**config.mk**
```make
export PLATFORM = sky130hd
export DESIGN_NAME = lsu_flat
export DESIGN_NICKNAME = d
export VERILOG_FILES = /design/src/rtl/lsu_if.sv /design/src/rtl/lsu.sv /design/src/flat_wrapper.sv
export SDC_FILE = /design/constraint.sdc
export NUM_CORES = 1
export LEC_CHECK = 0
export CORE_MARGIN = 3
export CORE_UTILIZATION = 49
export CTS_BUF_LIST = sky130_fd_sc_hd__clkbuf_2
export DETAILED_ROUTE_END_ITERATION = 8
export GPL_ROUTABILITY_DRIVEN = 0
export PLACE_DENSITY = 0.93
export SLEW_MARGIN = 40
export SYNTH_ARGS = -nofsm -noshare
export SYNTH_HDL_FRONTEND = slang
export SYNTH_SLANG_ARGS = --single-unit
```
**constraint.sdc**
```tcl
create_clock -name clk -period 2.1 [get_ports clk]
set_input_delay 0.315 -clock clk [delete_from_list [all_inputs] [get_ports clk]]
set_output_delay 0.315 -clock clk [all_outputs]
set_load 0.01 [all_outputs]
```
**src/rtl/lsu_if.sv**
```systemverilog
// Request/response, and memory strobe bundle between the memory stage, the LSU and the data memory.
interface lsu_if;
  logic        req_valid;
  logic        req_ready;
  logic        req_we;
  logic [1:0]  req_size;
  logic        req_unsigned;
  logic [31:0] req_addr;
  logic [31:0] req_wdata;
  logic        resp_valid;
  logic [31:0] resp_rdata;
  logic        resp_fault;
  logic        mem_re;
  logic        mem_we;
  logic [31:0] mem_addr;
  logic [31:0] mem_wdata;
  logic [31:0] mem_rdata;

  modport master (
    output req_valid, req_we, req_size, req_unsigned, req_addr, req_wdata, mem_rdata,
    input  req_ready, resp_valid, resp_rdata, resp_fault, mem_re, mem_we, mem_addr, mem_wdata
  );

  modport slave (
    input  req_valid, req_we, req_size, req_unsigned, req_addr, req_wdata, mem_rdata,
    output req_ready, resp_valid, resp_rdata, resp_fault, mem_re, mem_we, mem_addr, mem_wdata
  );
endinterface

```
**src/rtl/lsu.sv**
```systemverilog
// Load/store unit: one byte/half/word access at a time.
// Sub-word stores are done as read-modify-write, because memory only writes whole words.
module lsu #(
  parameter int unsigned ADDR_BITS = 9
) (
  input logic  clk,
  input logic  rst,
  lsu_if.slave bus
);

  localparam int unsigned DW = 32;

  typedef enum logic [1:0] {IDLE, RD, CAP, WR} state_t;

  state_t          state;
  logic            ready_q;
  logic            re_q;
  logic            we_q;
  logic            resp_valid_q;
  logic            resp_fault_q;
  logic [DW-1:0]   resp_rdata_q;
  logic [DW-1:0]   mem_addr_q;
  logic [DW-1:0]   mem_wdata_q;

  logic            we_l;
  logic            uns_l;
  logic [1:0]      size_l;
  logic [1:0]      lane_l;
  logic [15:0]     wdata_l;

  logic            fault_c;
  logic [7:0]      byte_v;
  logic [15:0]     half_v;
  logic [DW-1:0]   load_c;
  logic [DW-1:0]   mask_c;
  logic [DW-1:0]   ins_c;
  logic [DW-1:0]   merge_c;

  // Request legality: alignment, size encoding and address range.
  always_comb begin
    fault_c = |bus.req_addr[DW-1:ADDR_BITS];
    case (bus.req_size)
      2'b01:   if (bus.req_addr[0]) fault_c = 1'b1;
      2'b10:   if (|bus.req_addr[1:0]) fault_c = 1'b1;
      2'b11:   fault_c = 1'b1;
      default: ;
    endcase
  end

  // Lane extraction/extension for loads and lane merge for sub-word stores.
  always_comb begin
    byte_v = 8'(bus.mem_rdata >> {lane_l, 3'b000});
    half_v = 16'(bus.mem_rdata >> {lane_l[1], 4'b0000});
    case (size_l)
      2'b00:   load_c = uns_l ? {24'b0, byte_v} : {{24{byte_v[7]}}, byte_v};
      2'b01:   load_c = uns_l ? {16'b0, half_v} : {{16{half_v[15]}}, half_v};
      default: load_c = bus.mem_rdata;
    endcase
    if (size_l == 2'b00) begin
      mask_c = 32'h0000_00FF << {lane_l, 3'b000};
      ins_c  = 32'(wdata_l[7:0]) << {lane_l, 3'b000};
    end else begin
      mask_c = 32'h0000_FFFF << {lane_l[1], 4'b0000};
      ins_c  = 32'(wdata_l) << {lane_l[1], 4'b0000};
    end
    merge_c = (bus.mem_rdata & ~mask_c) | (ins_c & mask_c);
  end

  always_ff @(posedge clk) begin
    if (rst) begin
      state        <= IDLE;
      ready_q      <= 1'b1;
      re_q         <= 1'b0;
      we_q         <= 1'b0;
      resp_valid_q <= 1'b0;
      resp_fault_q <= 1'b0;
      resp_rdata_q <= '0;
      mem_addr_q   <= '0;
      mem_wdata_q  <= '0;
      we_l         <= 1'b0;
      uns_l        <= 1'b0;
      size_l       <= '0;
      lane_l       <= '0;
      wdata_l      <= '0;
    end else begin
      resp_valid_q <= 1'b0;
      case (state)
        IDLE: begin
          if (bus.req_valid && ready_q) begin
            if (fault_c) begin
              // Faults answer immediately and never reach memory.
              resp_valid_q <= 1'b1;
              resp_fault_q <= 1'b1;
              resp_rdata_q <= '0;
            end else begin
              we_l       <= bus.req_we;
              uns_l      <= bus.req_unsigned;
              size_l     <= bus.req_size;
              lane_l     <= bus.req_addr[1:0];
              wdata_l    <= bus.req_wdata[15:0];
              mem_addr_q <= {bus.req_addr[DW-1:2], 2'b00};
              ready_q    <= 1'b0;
              if (bus.req_we && bus.req_size == 2'b10) begin
                mem_wdata_q <= bus.req_wdata;
                we_q        <= 1'b1;
                state       <= WR;
              end else begin
                re_q  <= 1'b1;
                state <= RD;
              end
            end
          end
        end
        RD: begin
          re_q  <= 1'b0;
          state <= CAP;
        end
        CAP: begin
          if (we_l) begin
            mem_wdata_q <= merge_c;
            we_q        <= 1'b1;
            state       <= WR;
          end else begin
            resp_valid_q <= 1'b1;
            resp_fault_q <= 1'b0;
            resp_rdata_q <= load_c;
            ready_q      <= 1'b1;
            state        <= IDLE;
          end
        end
        WR: begin
          we_q         <= 1'b0;
          resp_valid_q <= 1'b1;
          resp_fault_q <= 1'b0;
          resp_rdata_q <= '0;
          ready_q      <= 1'b1;
          state        <= IDLE;
        end
        default: state <= IDLE;
      endcase
    end
  end

  assign bus.req_ready  = ready_q;
  assign bus.resp_valid = resp_valid_q;
  assign bus.resp_rdata = resp_rdata_q;
  assign bus.resp_fault = resp_fault_q;
  assign bus.mem_re     = re_q;
  // A write strobe left over from the cycle before reset must never reach memory.
  assign bus.mem_we     = we_q & ~rst;
  assign bus.mem_addr   = mem_addr_q;
  assign bus.mem_wdata  = mem_wdata_q;

endmodule

```
**src/flat_wrapper.sv**
```systemverilog
// flat-port wrapper written by rule: the top's interface ports become plain ports
module lsu_flat 
#(
  parameter int unsigned ADDR_BITS = 9
)
  (clk, rst, bus_req_valid, bus_req_we, bus_req_size, bus_req_unsigned, bus_req_addr, bus_req_wdata, bus_mem_rdata, bus_req_ready, bus_resp_valid, bus_resp_rdata, bus_resp_fault, bus_mem_re, bus_mem_we, bus_mem_addr, bus_mem_wdata);
  lsu_if bus_i ();
  input logic clk;
  input logic rst;
  input wire logic [$bits(bus_i.req_valid)-1:0] bus_req_valid;
  input wire logic [$bits(bus_i.req_we)-1:0] bus_req_we;
  input wire logic [$bits(bus_i.req_size)-1:0] bus_req_size;
  input wire logic [$bits(bus_i.req_unsigned)-1:0] bus_req_unsigned;
  input wire logic [$bits(bus_i.req_addr)-1:0] bus_req_addr;
  input wire logic [$bits(bus_i.req_wdata)-1:0] bus_req_wdata;
  input wire logic [$bits(bus_i.mem_rdata)-1:0] bus_mem_rdata;
  output wire logic [$bits(bus_i.req_ready)-1:0] bus_req_ready;
  output wire logic [$bits(bus_i.resp_valid)-1:0] bus_resp_valid;
  output wire logic [$bits(bus_i.resp_rdata)-1:0] bus_resp_rdata;
  output wire logic [$bits(bus_i.resp_fault)-1:0] bus_resp_fault;
  output wire logic [$bits(bus_i.mem_re)-1:0] bus_mem_re;
  output wire logic [$bits(bus_i.mem_we)-1:0] bus_mem_we;
  output wire logic [$bits(bus_i.mem_addr)-1:0] bus_mem_addr;
  output wire logic [$bits(bus_i.mem_wdata)-1:0] bus_mem_wdata;
  assign bus_i.req_valid = bus_req_valid;
  assign bus_i.req_we = bus_req_we;
  assign bus_i.req_size = bus_req_size;
  assign bus_i.req_unsigned = bus_req_unsigned;
  assign bus_i.req_addr = bus_req_addr;
  assign bus_i.req_wdata = bus_req_wdata;
  assign bus_i.mem_rdata = bus_mem_rdata;
  assign bus_req_ready = bus_i.req_ready;
  assign bus_resp_valid = bus_i.resp_valid;
  assign bus_resp_rdata = bus_i.resp_rdata;
  assign bus_resp_fault = bus_i.resp_fault;
  assign bus_mem_re = bus_i.mem_re;
  assign bus_mem_we = bus_i.mem_we;
  assign bus_mem_addr = bus_i.mem_addr;
  assign bus_mem_wdata = bus_i.mem_wdata;
  lsu #(.ADDR_BITS(ADDR_BITS)) u_core (.clk(clk), .rst(rst), .bus(bus_i));
endmodule
```
[Word level (Yosys, flattened, before mapping)]
Cells that the tools add are included.
W data, S select, Z words.
Storage, ports and cells
  output and inout port bits: 101
  logic and storage cells: 100
  bits in read-only memories: 0
  register bits: 123
  input port bits: 103
  latch bits: 0
  memories kept: 0
  memory bits (writable): 0
Operators by class
  bitwise logic cells: 7
  order comparisons: 0
  add/sub/neg operators: 0
  reductions and logical operators: 16
  div/mod/pow operators: 0
  multiplexer cells: 43
  shift operators: 6
  multiply operators: 0
  equal/unequal tests: 14
Operators with widths (number)
  $mux W32: 11
  $pmux W32 S2: 2
  $pmux W32 S3: 1
  $and A32 B32 Y32: 2
  $not A32 Y32: 1
  $or A32 B32 Y32: 1
  $shl A16 B5 Y32: 1
  $shl A16 B5 Y32 const A: 1
  $shl A8 B5 Y32: 1
  $shl A8 B5 Y32 const A: 1
  $shr A32 B5 Y16: 1
  $shr A32 B5 Y8: 1
  $reduce_or A23 Y1: 1
  $mux W1: 18
  $pmux W1 S3: 5
  $reduce_and A4 Y1: 3
  $reduce_and A5 Y1: 2
  $eq A2 B2 Y1 const B: 4
  $mux W2: 4
  $ne A2 B1 Y1 const B: 4
  $pmux W2 S4: 1
  $eq A2 B1 Y1 const B: 3
  $ne A2 B2 Y1 const B: 3
  $logic_not A2 Y1: 2
  9 further kinds: 12

[Longest topological paths before layout]
Gate-level depths: netlist of run 1.
  depth in word-level cells: 7
  gate-level depth with buffers: 9
  gate-level depth less buffers: 7

[Worst setup path after synthesis of run 1]
No wires, ideal clock.
  path type: in2reg
  from: in bus_req_size[0]
  to: reg u_core.resp_rdata_q[12], in the netlist u_core.bus.resp_rdata[12]
  path slack: 0.194 ns
  path buffers: 2
  cell stages on the path: 9
  data required time: 1.979 ns
  library setup time: 0.121 ns
  data arrival time: 1.785 ns
  path through: inv_1 ha_1 a211oi_1 o311ai_2 o21bai_2 o21bai_1 buf_2 buf_6 mux2_4
Between the ends
  longest elaborated chain between the ends: 4
  elaborated cells on any way between the ends: 6
  classes of those cells: 4 x eq/ne; 1 x mux; 1 x reduce/logical
RTL lines
  start: declaration: line flat_wrapper.sv:12  | input wire logic [$bits(bus_i.req_size)-1:0] bus_req_size;
  $eq A2 B2 Y1 or $eq A2 B1 Y1 (tied branches): line lsu.sv:42  | case (bus.req_size)
  $pmux W1 S3 (*): line lsu.sv:42
  $ne A2 B1 Y1 (no source line) (*)
  $reduce_and A4 Y1 (no source line) (*)
  end signal: assignment: line lsu.sv:126  | resp_rdata_q <= load_c;
  end: declaration: line lsu.sv:21  | logic [DW-1:0] resp_rdata_q;
Mark *: on every way between the ends. The rest lies on a longest branch, timed or not.
A chain may end at the register's enable or synchronous reset.

[Final worst setup path of run 1]
  from: reg u_core.lane_l[1]
  to: reg u_core.mem_wdata_q[30], in the netlist u_core.bus.mem_wdata[30]
Between the ends
  longest elaborated chain between the ends: 7
  elaborated cells on any way between the ends: 12
  classes of those cells: 4 x shift; 4 x mux; 4 x bitwise
RTL lines
  start: declaration: line lsu.sv:28  | logic [1:0] lane_l;
  start signal: assignment: line lsu.sv:99  | lane_l <= bus.req_addr[1:0];
  $shl A16 B5 Y32 or $shl A8 B5 Y32 (tied branches): line lsu.sv:63, lsu.sv:60
  $mux W32: line lsu.sv:59  | if (size_l == 2'b00) begin
  $not A32 Y32: line lsu.sv:66  | merge_c = (bus.mem_rdata & ~mask_c) | (ins_c & mask_c);
  $and A32 B32 Y32: line lsu.sv:66
  $or A32 B32 Y32 (*): line lsu.sv:66
  $mux W32 (*): line lsu.sv:119  | if (we_l) begin
  $pmux W32 S2 (*): line lsu.sv:87  | case (state)
  end signal: assignment: line lsu.sv:104  | mem_wdata_q <= bus.req_wdata;
  end signal: assignment: line lsu.sv:120  | mem_wdata_q <= merge_c;
  end: declaration: line lsu.sv:23  | logic [DW-1:0] mem_wdata_q;
Mark *: on every way between the ends. The rest lies on a longest branch, timed or not. The select of a mux whose other input is x is not followed.

==> Flow_metrics.wiki, run 1 <==
{| class="wikitable"
! Metric !! Value
|-
| Run status || finished, final reports clean
|-
| Class of the worst hold path || input port to flop
|-
| Final period demand of the worst path || 1.99 ns
|-
| Final hold violation count || 0
|-
| Unique cell type count in the Yosys netlist || 51
|-
| Number of buffers created by CTS || 17
|-
| Setup Skew || 0.0229 ns
|-
| Fmax achieved || 501 MHz
|-
| Post-synthesis to final-layout area growth || 40.1%
|-
| NumNets Final || 1098
|-
| Die area || 15400 µm²
|-
| Wire length of the first global-routing pass || 34900 µm
|-
| Final period util || 95.0%
|-
| Mean area per synthesized cell || 8.99 µm²
|-
| Leakage || 3.64 nW
|-
| Initial antenna violation count || 1
|-
| Synth top area share || 35.9%
|-
| Arrival time of the worst setup path || 2.65 ns
|-
| Cell chain of the critical path || inv_1, o21ai_2, nor2_1, nor3_1, mux2_1
|-
| Tightest Pin Transition || 0.609 ns
|-
| Largest buffer count on any clock path || 2
|-
| IR Drop Worst-Case VDD || 0.350 mV
|-
| Synth warnings || 0
|-
| Detailed-router iteration count before antenna repair || 6
|-
| DRT Wirelength || 21900 µm
|-
| Largest fanout of any net on the critical path || 17
|-
| Share of synthesized registers carrying an async set or reset || 0%
|-
| Critical path origin || u_core.lane_l[1]$_SDFFE_PP0P_
|-
| Area leader, netlist || sky130_fd_sc_hd__dfxtp_1
|-
| Mapped Area || 6850 µm²
|-
| Max-slew headroom || 59.2%
|-
| Number of levels in the clock H-tree || 4
|-
| Fraction of final layout cells with drive strength greater than 1 || 13.5%
|-
| Total of buffers placed on input and output ports || 201
|-
| Worst path buffer plus inverter count || 1
|-
| Count of flip-flops with a built-in enable after synthesis || 0
|-
| Vertical die dimension || 124 µm
|-
| Antenna-violating nets left || 0
|-
| Worst Path Required || 2.75 ns
|-
| Clock slew at reported path FFs || 0.18 ns
|-
| Max Transition Viols Final || 0
|-
| Remaining global-route overflow || 0
|-
| Clock Sinks || 123
|-
| Synth area leaders || sky130_fd_sc_hd__dfxtp_1 36%, sky130_fd_sc_hd__mux2i_1 14%, sky130_fd_sc_hd__nand2b_1 13%
|-
| Violation count after the first detailed-routing iteration || 897
|-
| Post-route setup slack || 0.106 ns
|-
| CP delay by family, top || flip-flops
|-
| Part of the Yosys area used for sequential elements || 35.9%
|-
| Worst hold slack || 0.132 ns
|-
| Via count of the first global-routing pass || 6561
|-
| Number of synthesized register bits || 123
|-
| Starting Density || 50.9%
|-
| Area inside the core boundary || 13500 µm²
|-
| Slowest cell on the critical path || sky130_fd_sc_hd__dfxtp_1
|-
| Worst slack, placed || -0.479 ns
|-
| Startpoint Class || flop
|-
| Number of failing setup endpoints in the final timing report || 0
|-
| Count of pins on the block boundary || 204
|-
| Layout filler cell count || 972
|-
| Overall via count from detail_route || 6685
|-
| Count of hold-fix buffers inserted at cts || 0
|-
| Residual DRC || 0
|-
| Pin count of the biggest net entering global routing || 175
|-
| HPWL after detailed placement || 16500 µm
|-
| Leading cell types by count after synthesis || 147 x sky130_fd_sc_hd__nand2b_1, 123 x sky130_fd_sc_hd__dfxtp_1, 93 x sky130_fd_sc_hd__mux2i_1, 49 x sky130_fd_sc_hd__nor2_1, 43 x sky130_fd_sc_hd__o21ai_0
|-
| Detail-routed via count per cell || 5.66
|-
| Clk root buf || sky130_fd_sc_hd__clkbuf_2
|-
| Predominant post-synthesis flop cell || sky130_fd_sc_hd__dfxtp_1
|-
| Die width || 124 µm
|-
| Worst R2R Start || u_core.lane_l[1]$_SDFFE_PP0P_
|-
| Average wire per standard cell || 18.5 µm
|-
| Post-synthesis cell count || 762
|-
| Hold_sp || rst
|-
| Clock network latency to the later pin of the worst-skew pair || 0.71 ns
|-
| Final-layout setup total negative slack || 0 ns
|-
| Leading cell type by number of instances after synthesis || sky130_fd_sc_hd__nand2b_1
|-
| Power density over the cells || 523 nW/µm²
|-
| Setup repair after global routing missed its margin || no
|-
| CP max stage delay || 0.62 ns
|-
| Max Cap Viol || 0
|-
| Final core area utilization || 71.3%
|-
| Total Routing Usage GR || 27.7%
|-
| Endpoint kind of the worst setup timing path || flop
|-
| Kind of critical path || flop to flop
|-
| Std-Cell Rows || 42
|-
| TritonCTS clock tree || yes
|}
## what timing repair did
action / 4_1_cts / 5_1_grt
endpoints found under the setup margin: 1 / 12
pin swaps: 0 / 0
resized for setup: 1 / 3
setup buffers: 0 / 0
## placed cells by master, fill, tap and decap left out, drive strengths merged, types with 2 or more instances in the layout
cell	instances
clkinvlp	2
mux4	8
mux2i	93
o21bai	3
o21ai	57
a211o	8
dfxtp	123
a21oi	31
nor2	49
ha	3
nor3	11
mux2	24
nor4	5
clkbuf	20
o22ai	15
a311oi	9
nand2b	147
or3	2
clkdlybuf4s50	199
buf	74
nor2b	34
nand2	19
a211oi	3
conb	2
a221oi	8
inv	15
o221ai	7
clkinv	8
nand3	9
## layer usage
layer / vias to the layer above / track usage (%) / share of wire, %
li1: 3111 / - / -
met1: 3062 / 35.1 / 40
met2: 408 / 44.0 / 46
met3: 104 / 8.42 / 9.8
met4: 0 / 11.3 / 4.5
met5: - / 0 / 0
## path summary, 6_finish.rpt
| kind | slack [ns] | depth (start not counted) | end |
|---|---|---|---|
| min reg2reg | 0.48 | 2 | u_core.wdata_l[11]$_SDFFE_PP0P_ |
| min | 0.13 | 4 | u_core.bus.resp_rdata[15]$_SDFFE_PP0P_ |
| max reg2reg | 0.11 | 5 | u_core.bus.mem_wdata[30]$_SDFFE_PP0P_ |
| max | 0.11 | 5 | u_core.bus.mem_wdata[30]$_SDFFE_PP0P_ |
## through the flow
step	total power [mW]	cells	area (µm²)
2_1_floorplan	3.13	763	6850
3_3_place_gp	3.73	1149	9400
3_5_place_dp	3.75	1149	9400
4_1_cts	5.02	1180	9580
5_1_grt	5.24	1181	9600
6_report	5.02	1181	9600
## state kept, by name (all words and copies together), names as in the netlist
| name | cells |
|---|---|
| u_core.bus.resp_valid | 1 |
| u_core.uns_l | 1 |
| u_core.lane_l | 2 |
| u_core.bus.mem_wdata | 32 |
| u_core.we_q | 1 |
| u_core.wdata_l | 16 |
| u_core.bus.req_ready | 1 |
| u_core.we_l | 1 |
| u_core.state | 2 |
| u_core.bus.mem_addr | 30 |
| u_core.bus.resp_rdata | 32 |
| u_core.bus.mem_re | 1 |
| u_core.size_l | 2 |
| u_core.bus.resp_fault | 1 |
## area by class of cell
class | count | area (µm²) | area share, %
sequential | 123 | 2460 | 25.7
clock buffer | 20 | 100 | 1.04
timing repair buffer | 274 | 2630 | 27.4
antenna | 1 | 2.50 | 0.0261
inverter | 15 | 56.3 | 0.587
multi-input combinational | 561 | 4040 | 42.1
clock inverter | 11 | 80.1 | 0.835
tap | 176 | 220 | 2.29
## worst min-delay path, cell delays in order
cell and delay, ns:
sky130_fd_sc_hd__buf_4 0.13, sky130_fd_sc_hd__nor2_1 0.16, sky130_fd_sc_hd__o211ai_1 0.14, sky130_fd_sc_hd__mux2i_1 0.07
## report_power, final
group	switching [mW]	leakage (nW)	internal [mW]
clock network	0.871	0.119	0.409
logic	0.588	2.53	0.671
registers	0.0626	0.996	2.41
total	1.52	3.64	3.49
## kinds of logic (layout without fill, tap and decap cells)
group,count (synthesis),in the layout,share of synthesized area [%]
other,1,3,0.0547
DFF,123,123,35.9
and+or+nand+nor,281,281,23.1
AOI/OAI and AO/OA,150,150,14.4
muxes,125,125,20.3
buffers and inverters,79,320,5.66
adders and majority gates,3,3,0.548
(Power assumes the default switching activity.)
==> run 2: changes to the inputs <==
- CORE_UTILIZATION: 49 -> 41
- PLACE_DENSITY: 0.93 -> 0.81
==> Flow_metrics.wiki, run 2 (synthesis gave the netlist of run 1 again) <==
{| class="wikitable"
! Metric !! Value
|-
| Run status || finished, final reports clean
|-
| Leakage || 3.67 nW (+0.84%)
|-
| HPWL after detailed placement || 16200 µm (-1.9%)
|-
| Fmax achieved || 505 MHz (+0.64%)
|-
| Clk root buf || sky130_fd_sc_hd__clkbuf_2
|-
| Layout filler cell count || 1388 (+43%)
|-
| Commonest non-fill, non-tap cell in the layout || sky130_fd_sc_hd__clkdlybuf4s50_1
|-
| Starting Density || 42.5% (-8.4 points)
|-
| IR Drop Worst-Case VDD || 0.285 mV (-19%)
|-
| Vertical die dimension || 135 µm (+8.9%)
|-
| Final hold violation count || 0 (unchanged)
|-
| Setup slack of the most critical reg-to-reg path || 0.16 ns (+0.05 ns)
|-
| Die width || 135 µm (+8.9%)
|-
| NumNets Final || 1097 (-0.091%)
|-
| Largest fanout of any net on the critical path || 2 (-15)
|-
| Remaining global-route overflow || 0 (unchanged)
|-
| Kind of critical path || flop to primary output
|-
| Worst Path Required || 1.78 ns (-0.97 ns)
|-
| Cell chain of the critical path || clkdlybuf4s50_1
|-
| Total of buffers placed on input and output ports || 201 (unchanged)
|-
| Commonest cells after routing, fill and taps aside || 199 x sky130_fd_sc_hd__clkdlybuf4s50_1, 147 x sky130_fd_sc_hd__nand2b_1, 122 x sky130_fd_sc_hd__dfxtp_1
|-
| Worst slack, placed || -0.537 ns (-0.0572 ns)
|-
| CP max stage delay || 0.55 ns (-0.07 ns)
|-
| Final std cells w/o fill || 1219 (+3.2%)
|-
| CP delay by family, top || buffers and inverters
|-
| Arrival time of the worst setup path || 1.67 ns (-0.98 ns)
|-
| Post-CTS Repair Setup Buffers || 0 (unchanged)
|-
| Final period demand of the worst path || 1.98 ns (-0.0128 ns)
|-
| Area inside the core boundary || 16100 µm² (+20%)
|-
| Power density over the cells || 546 nW/µm² (+4.5%)
|-
| Startpoint Class || flop
|-
| Max Cap Viol || 0 (unchanged)
|-
| Post-Place Cells || 1187 (+3.3%)
|-
| Clock slew at reported path FFs || 0.20 ns (+0.02 ns)
|-
| Count of pins on the block boundary || 204 (unchanged)
|-
| Final period util || 94.4% (-0.61 points)
|-
| Clk network pwr share || 29.9% (+4.4 points)
|-
| Critical path depth || 1 (-4)
|-
| Reg power frac || 46.7% (-2.7 points)
|-
| Power Internal || 3.74 mW (+7.1%)
|-
| Largest buffer count on any clock path || 2 (unchanged)
|-
| Class of the worst hold path || input port to flop
|-
| Detailed-router iteration count before antenna repair || 7 (+1)
|-
| Overall via count from detail_route || 6501 (-2.8%)
|-
| Wire length of the first global-routing pass || 33900 µm (-2.9%)
|-
| Proportion of power drawn by combinational gates || 23.4% (-1.7 points)
|-
| Max Transition Viols Final || 0 (unchanged)
|-
| Length in cells of the worst reg-to-reg path || 5 (unchanged)
|-
| Initial antenna violation count || 1 (unchanged)
|-
| Total Routing Usage GR || 23.4% (-4.4 points)
|-
| Fraction of final layout cells with drive strength greater than 1 || 13.6% (about the same)
|-
| Max-slew headroom || 65.4% (+6.1 points)
|-
| Setup repair after global routing missed its margin || no
|-
| Tightest Pin Transition || 0.519 ns (-0.0904 ns)
|-
| Clock Sinks || 123 (unchanged)
|-
| Die area || 18300 µm² (+19%)
|-
| Area taken by multi-input logic gates || 4040 µm² (about the same)
|-
| TritonCTS clock tree || yes
|-
| Antenna-violating nets left || 0 (unchanged)
|-
| Endpoint kind of the worst setup timing path || primary output
|-
| Register cell area after layout || 2460 µm² (unchanged)
|-
| Switching part of the total power || 29.4% (-0.90 points)
|-
| Pin count of the biggest net entering global routing || 102 (-42%)
|-
| Std-Cell Rows || 46 (+9.5%)
|-
| Worst path buffer plus inverter count || 1 (unchanged)
|-
| Residual DRC || 0 (unchanged)
|-
| Average wire per standard cell || 17.7 µm (-4.3%)
|-
| Number of failing setup endpoints in the final timing report || 0 (unchanged)
|-
| Clock network latency to the later pin of the worst-skew pair || 0.71 ns (about the same)
|-
| Number of levels in the clock H-tree || 4 (unchanged)
|-
| DRT Wirelength || 21600 µm (-1.3%)
|-
| Violation count after the first detailed-routing iteration || 558 (-38%)
|-
| Post-route setup slack || 0.118 ns (+0.0128 ns)
|-
| N_diodes || 0 (-1)
|-
| Number of stages on the worst hold path || 3 (-1)
|-
| Setup Skew || 0.0352 ns (+0.0123 ns)
|-
| Number of buffers created by CTS || 17 (unchanged)
|-
| Slowest cell on the critical path || sky130_fd_sc_hd__clkdlybuf4s50_1
|-
| Via count of the first global-routing pass || 6316 (-3.7%)
|-
| Post-route total power || 5.30 mW (+5.7%)
|-
| Post-synthesis to final-layout area growth || 41.8%
|-
| Sw Pwr || 1.56 mW (+2.6%)
|-
| Detail-routed via count per cell || 5.33 (-5.8%)
|}
[run 2: changes by cell type in the layout (fill, tap and decap cells not counted), sizes merged]
| cell | previous run | this run |
|---|---|---|
| diode | 1 | 0 |
| buf | 74 | 72 |
| clkbuf | 20 | 19 |
| bufinv | 1 | 3 |
| inv | 15 | 16 |
| clkinv | 8 | 6 |
| dlygate4sd3 | 0 | 1 |
[run 2: path summary, 6_finish.rpt]
check                                                           start                                      to
worst max-delay path            u_core.bus.mem_wdata[22]$_SDFFE_PP0P_                       bus_mem_wdata[22]
worst min-delay path                                  bus_req_addr[4]     u_core.bus.mem_addr[4]$_SDFFE_PP0P_
worst max register to register          u_core.lane_l[0]$_SDFFE_PP0P_  u_core.bus.resp_rdata[11]$_SDFFE_PP0P_
worst min register to register               u_core.we_q$_SDFFE_PP0P_                u_core.we_q$_SDFFE_PP0P_
[run 2: stage by stage]
stage	util, %	area [µm²]	TNS [ns]	hold WS (ns)
after floorplan	-	6850	0	0.432
after global placement	58.6	9450	-47.83	0.448
after detailed placement	58.6	9450	-53.74	0.460
after CTS	60.2	9710	0	0.0822
after global routing	60.3	9710	0	0.0921
final	60.3	9710	0	0.169
[run 2: layout make-up]
type | count | share of cell area (%)
Multi-Input combinational cell | 561 | 41.6
Sequential cell | 123 | 25.4
Clock buffer | 19 | 0.979
Tap cell | 216 | 2.78
Timing Repair Buffer | 273 | 27.2
Clock inverter | 12 | 1.53
Inverter | 15 | 0.580
[run 2: what timing repair did]
action,4_1_cts,5_1_grt
endpoints found under the hold margin,4,0
hold buffers,1,0
setup endpoints to repair,6,12
resized for setup,2,3
[run 2: power groups by stage]
stage / sequential (mW) / clock [mW] / combinational (mW)
3_5_place_dp: 2.52 / 0 / 1.22
6_report: 2.47 / 1.59 / 1.24
4_1_cts: 2.47 / 1.63 / 1.23
3_3_place_gp: 2.52 / 0 / 1.21
2_1_floorplan: 2.53 / 0 / 0.606
5_1_grt: 2.48 / 1.71 / 1.33
[run 2: metal layers]
metal	GRT usage [%]	share of wire, %	vias up
met5	0	0.074	-
li1	-	-	3102
met1	31.6	44	3000
met2	36.1	44	331
met4	8.96	3.2	2
met3	5.72	8.4	66
==> run 3: changes to the inputs <==
- GPL_ROUTABILITY_DRIVEN: 0 -> unset
==> Flow_metrics.wiki, run 3 (synthesis gave the netlist of run 1 again) <==
{| class="wikitable"
! Metric !! Value
|-
| Run status || finished, final reports clean
|-
| Overall via count from detail_route || 6444 (-0.88%)
|-
| Switching part of the total power || 28.8% (-0.66 points)
|-
| Pin count of the biggest net entering global routing || 116 (+14%)
|-
| Number of buffers created by CTS || 17 (unchanged)
|-
| Clk network pwr share || 31.4% (+1.5 points)
|-
| Die width || 135 µm (unchanged)
|-
| Met3 wire length || 1650 µm (-8.9%)
|-
| Slowest cell on the critical path || sky130_fd_sc_hd__mux4_2
|-
| Via count of the first global-routing pass || 6341 (+0.40%)
|-
| TritonCTS clock tree || yes
|-
| HPWL after detailed placement || 16600 µm (+2.4%)
|-
| NumNets Final || 1100 (+0.27%)
|-
| Leakage || 3.70 nW (+0.71%)
|-
| Largest buffer count on any clock path || 2 (unchanged)
|-
| Antenna-violating nets left || 0 (unchanged)
|-
| Layout filler cell count || 1405 (+1.2%)
|-
| Initial antenna violation count || 1 (unchanged)
|-
| Setup Skew || 0.0366 ns (+0.00138 ns)
|-
| Final period util || 96.5% (+2.1 points)
|-
| Fraction of final layout cells with drive strength greater than 1 || 13.9% (+0.34 points)
|-
| Average wire per standard cell || 17.9 µm (+0.86%)
|-
| Worst hold slack || 0.169 ns (-0.0000100 ns)
|-
| Die area || 18300 µm² (unchanged)
|-
| Residual DRC || 0 (unchanged)
|-
| Detailed-router iteration count before antenna repair || 5 (-2)
|-
| Worst path buffer plus inverter count || 1 (unchanged)
|-
| Final-layout setup total negative slack || 0 ns (unchanged)
|-
| Met2 Wirelength || 9860 µm (+2.6%)
|-
| Wire length of the first global-routing pass || 34000 µm (+0.41%)
|-
| Commonest cells after routing, fill and taps aside || 199 x sky130_fd_sc_hd__clkdlybuf4s50_1, 147 x sky130_fd_sc_hd__nand2b_1, 122 x sky130_fd_sc_hd__dfxtp_1
|-
| Arrival time of the worst setup path || 2.62 ns (+0.95 ns)
|-
| Clock slew at reported path FFs || 0.18 ns (-0.02 ns)
|-
| Max-slew headroom || 65.8% (+0.44 points)
|-
| Worst path most repeated cell || sky130_fd_sc_hd__a21oi_4
|-
| Fmax achieved || 493 MHz (-2.2%)
|-
| Count of pins on the block boundary || 204 (unchanged)
|-
| Setup repair after global routing missed its margin || no
|-
| Max Cap Viol || 0 (unchanged)
|-
| Clock network latency to the later pin of the worst-skew pair || 0.72 ns (about the same)
|-
| Setup slack of the most critical reg-to-reg path || 0.07 ns (-0.09 ns)
|-
| Total of buffers placed on input and output ports || 201 (unchanged)
|-
| Number of levels in the clock H-tree || 4 (unchanged)
|-
| Terminus of the critical flop-to-flop path || u_core.bus.resp_rdata[18]$_SDFFE_PP0P_
|-
| Commonest non-fill, non-tap cell in the layout || sky130_fd_sc_hd__clkdlybuf4s50_1
|-
| Remaining global-route overflow || 0 (unchanged)
|-
| Largest fanout of any net on the critical path || 14 (+12)
|-
| Reg power frac || 45.8% (-0.9 points)
|-
| CP delay by family, top || multiplexers
|-
| Endpoint kind of the worst setup timing path || flop
|-
| Detail-routed via count per cell || 5.26 (-1.3%)
|-
| Detailed-routing wirelength on met1 || 9770 µm (+2.8%)
|-
| Critical path depth || 6 (+5)
|-
| Std-Cell Rows || 46 (unchanged)
|-
| Power density over the cells || 554 nW/µm² (+1.5%)
|-
| Tightest Pin Transition || 0.512 ns (-0.00654 ns)
|-
| Cell chain of the critical path || mux4_2, a21oi_4, a21oi_4, buf_12, o21ai_0, mux2i_1
|-
| Worst Path Required || 2.70 ns (+0.92 ns)
|-
| Worst R2R Start || u_core.lane_l[0]$_SDFFE_PP0P_
|-
| Post-synthesis to final-layout area growth || 42.5%
|-
| Length in cells of the worst reg-to-reg path || 6 (+1)
|-
| Min-Delay Endpoint || u_core.bus.mem_addr[8]$_SDFFE_PP0P_
|-
| Violation count after the first detailed-routing iteration || 533 (-4.5%)
|-
| Number of failing setup endpoints in the final timing report || 0 (unchanged)
|-
| CP max stage delay || 0.59 ns (+0.04 ns)
|-
| Power Internal || 3.85 mW (+3.0%)
|-
| Max Transition Viols Final || 0 (unchanged)
|-
| Uppermost routed layer || met4
|-
| Area inside the core boundary || 16100 µm² (unchanged)
|-
| Clock Sinks || 123 (unchanged)
|-
| Final hold violation count || 0 (unchanged)
|-
| Final period demand of the worst path || 2.03 ns (+0.0450 ns)
|-
| Startpoint Class || flop
|-
| Total Routing Usage GR || 23.8% (+0.39 points)
|-
| Kind of critical path || flop to flop
|-
| Proportion of power drawn by combinational gates || 22.8% (-0.6 points)
|-
| Hold_sp || bus_req_addr[8]
|-
| Starting Density || 42.5% (unchanged)
|-
| DRT Wirelength || 21900 µm (+1.3%)
|-
| Class of the worst hold path || input port to flop
|-
| Number of stages on the worst hold path || 3 (unchanged)
|-
| Sw Pwr || 1.56 mW (-0.24%)
|-
| Clk root buf || sky130_fd_sc_hd__clkbuf_2
|-
| Routability Congestion || 1.01
|-
| IR Drop Worst-Case VDD || 0.279 mV (-2.0%)
|-
| Vertical die dimension || 135 µm (unchanged)
|}
run 3: power groups by stage:
stage          Clock [mW]  Combinational (mW)  Sequential (mW)
5_1_grt              1.84                1.32             2.49
4_1_cts              1.75                1.22             2.48
3_5_place_dp            0                1.22             2.52
6_report             1.70                1.24             2.48
2_1_floorplan           0               0.606             2.53
3_3_place_gp            0                1.21             2.52
run 3: worst max-delay path by stage:
| stage | from | endpoint | slack (ns) |
|---|---|---|---|
| 2_1_floorplan | bus_req_size[0] | u_core.bus.resp_rdata[12]$_SDFFE_PP0P_ | 0.19 |
| 3_3_place_gp | bus_req_size[0] | u_core.bus.mem_addr[7]$_SDFFE_PP0P_ | -0.42 |
| 3_5_place_dp | bus_req_size[0] | u_core.bus.mem_addr[28]$_SDFFE_PP0P_ | -0.53 |
| 4_1_cts | u_core.bus.mem_addr[31]$_SDFFE_PP0P_ | bus_mem_addr[31] | 0.04 |
| 5_1_grt | u_core.bus.resp_rdata[6]$_SDFFE_PP0P_ | bus_resp_rdata[6] | 0.004 |
| 6_report | u_core.lane_l[0]$_SDFFE_PP0P_ | u_core.bus.resp_rdata[18]$_SDFFE_PP0P_ | 0.07 |
run 3: what timing repair did:
| item | in CTS | in global routing |
|---|---|---|
| setup buffers | 0 | 1 |
| setup endpoints to repair | 4 | 16 |
| hold endpoints to repair | 5 | 0 |
| hold buffers | 1 | 0 |
| gates resized for setup | 2 | 2 |
run 3: routing by layer:
metal	up-vias	track usage (%)
li1	3120	-
met1	2982	32.5
met2	290	36.4
met3	52	5.57
met4	0	9.01
met5	-	0
run 3: per-stage QoR:
stage	instance area (µm²)	total power [mW]	setup slack [ns]	instances	util [%]
final	9760	5.41	0.0734	1224	60.6
after global placement	9450	3.73	-0.420	1189	58.6
after global routing	9760	5.65	0.00442	1224	60.6
after CTS	9740	5.45	0.0383	1222	60.4
after detailed placement	9450	3.74	-0.531	1189	58.6
after floorplan	6850	3.13	0.194	763	-
run 3: final cells by class:
cell class | instances | area, µm² | share of cell area (%)
diodes | 1 | 2.50 | 0.0256
well taps | 216 | 270 | 2.77
clock inverters | 13 | 175 | 1.79
flip-flops and latches | 123 | 2460 | 25.2
repair buffers | 276 | 2660 | 27.3
inverters | 15 | 56.3 | 0.577
clock buffers | 19 | 95.1 | 0.974
multi-input cells | 561 | 4040 | 41.4
run 3: worst min-delay path: stages:
cell and delay (ns):
sky130_fd_sc_hd__clkdlybuf4s50_1 0.40, sky130_fd_sc_hd__nand2b_1 0.07, sky130_fd_sc_hd__mux2i_1 0.06
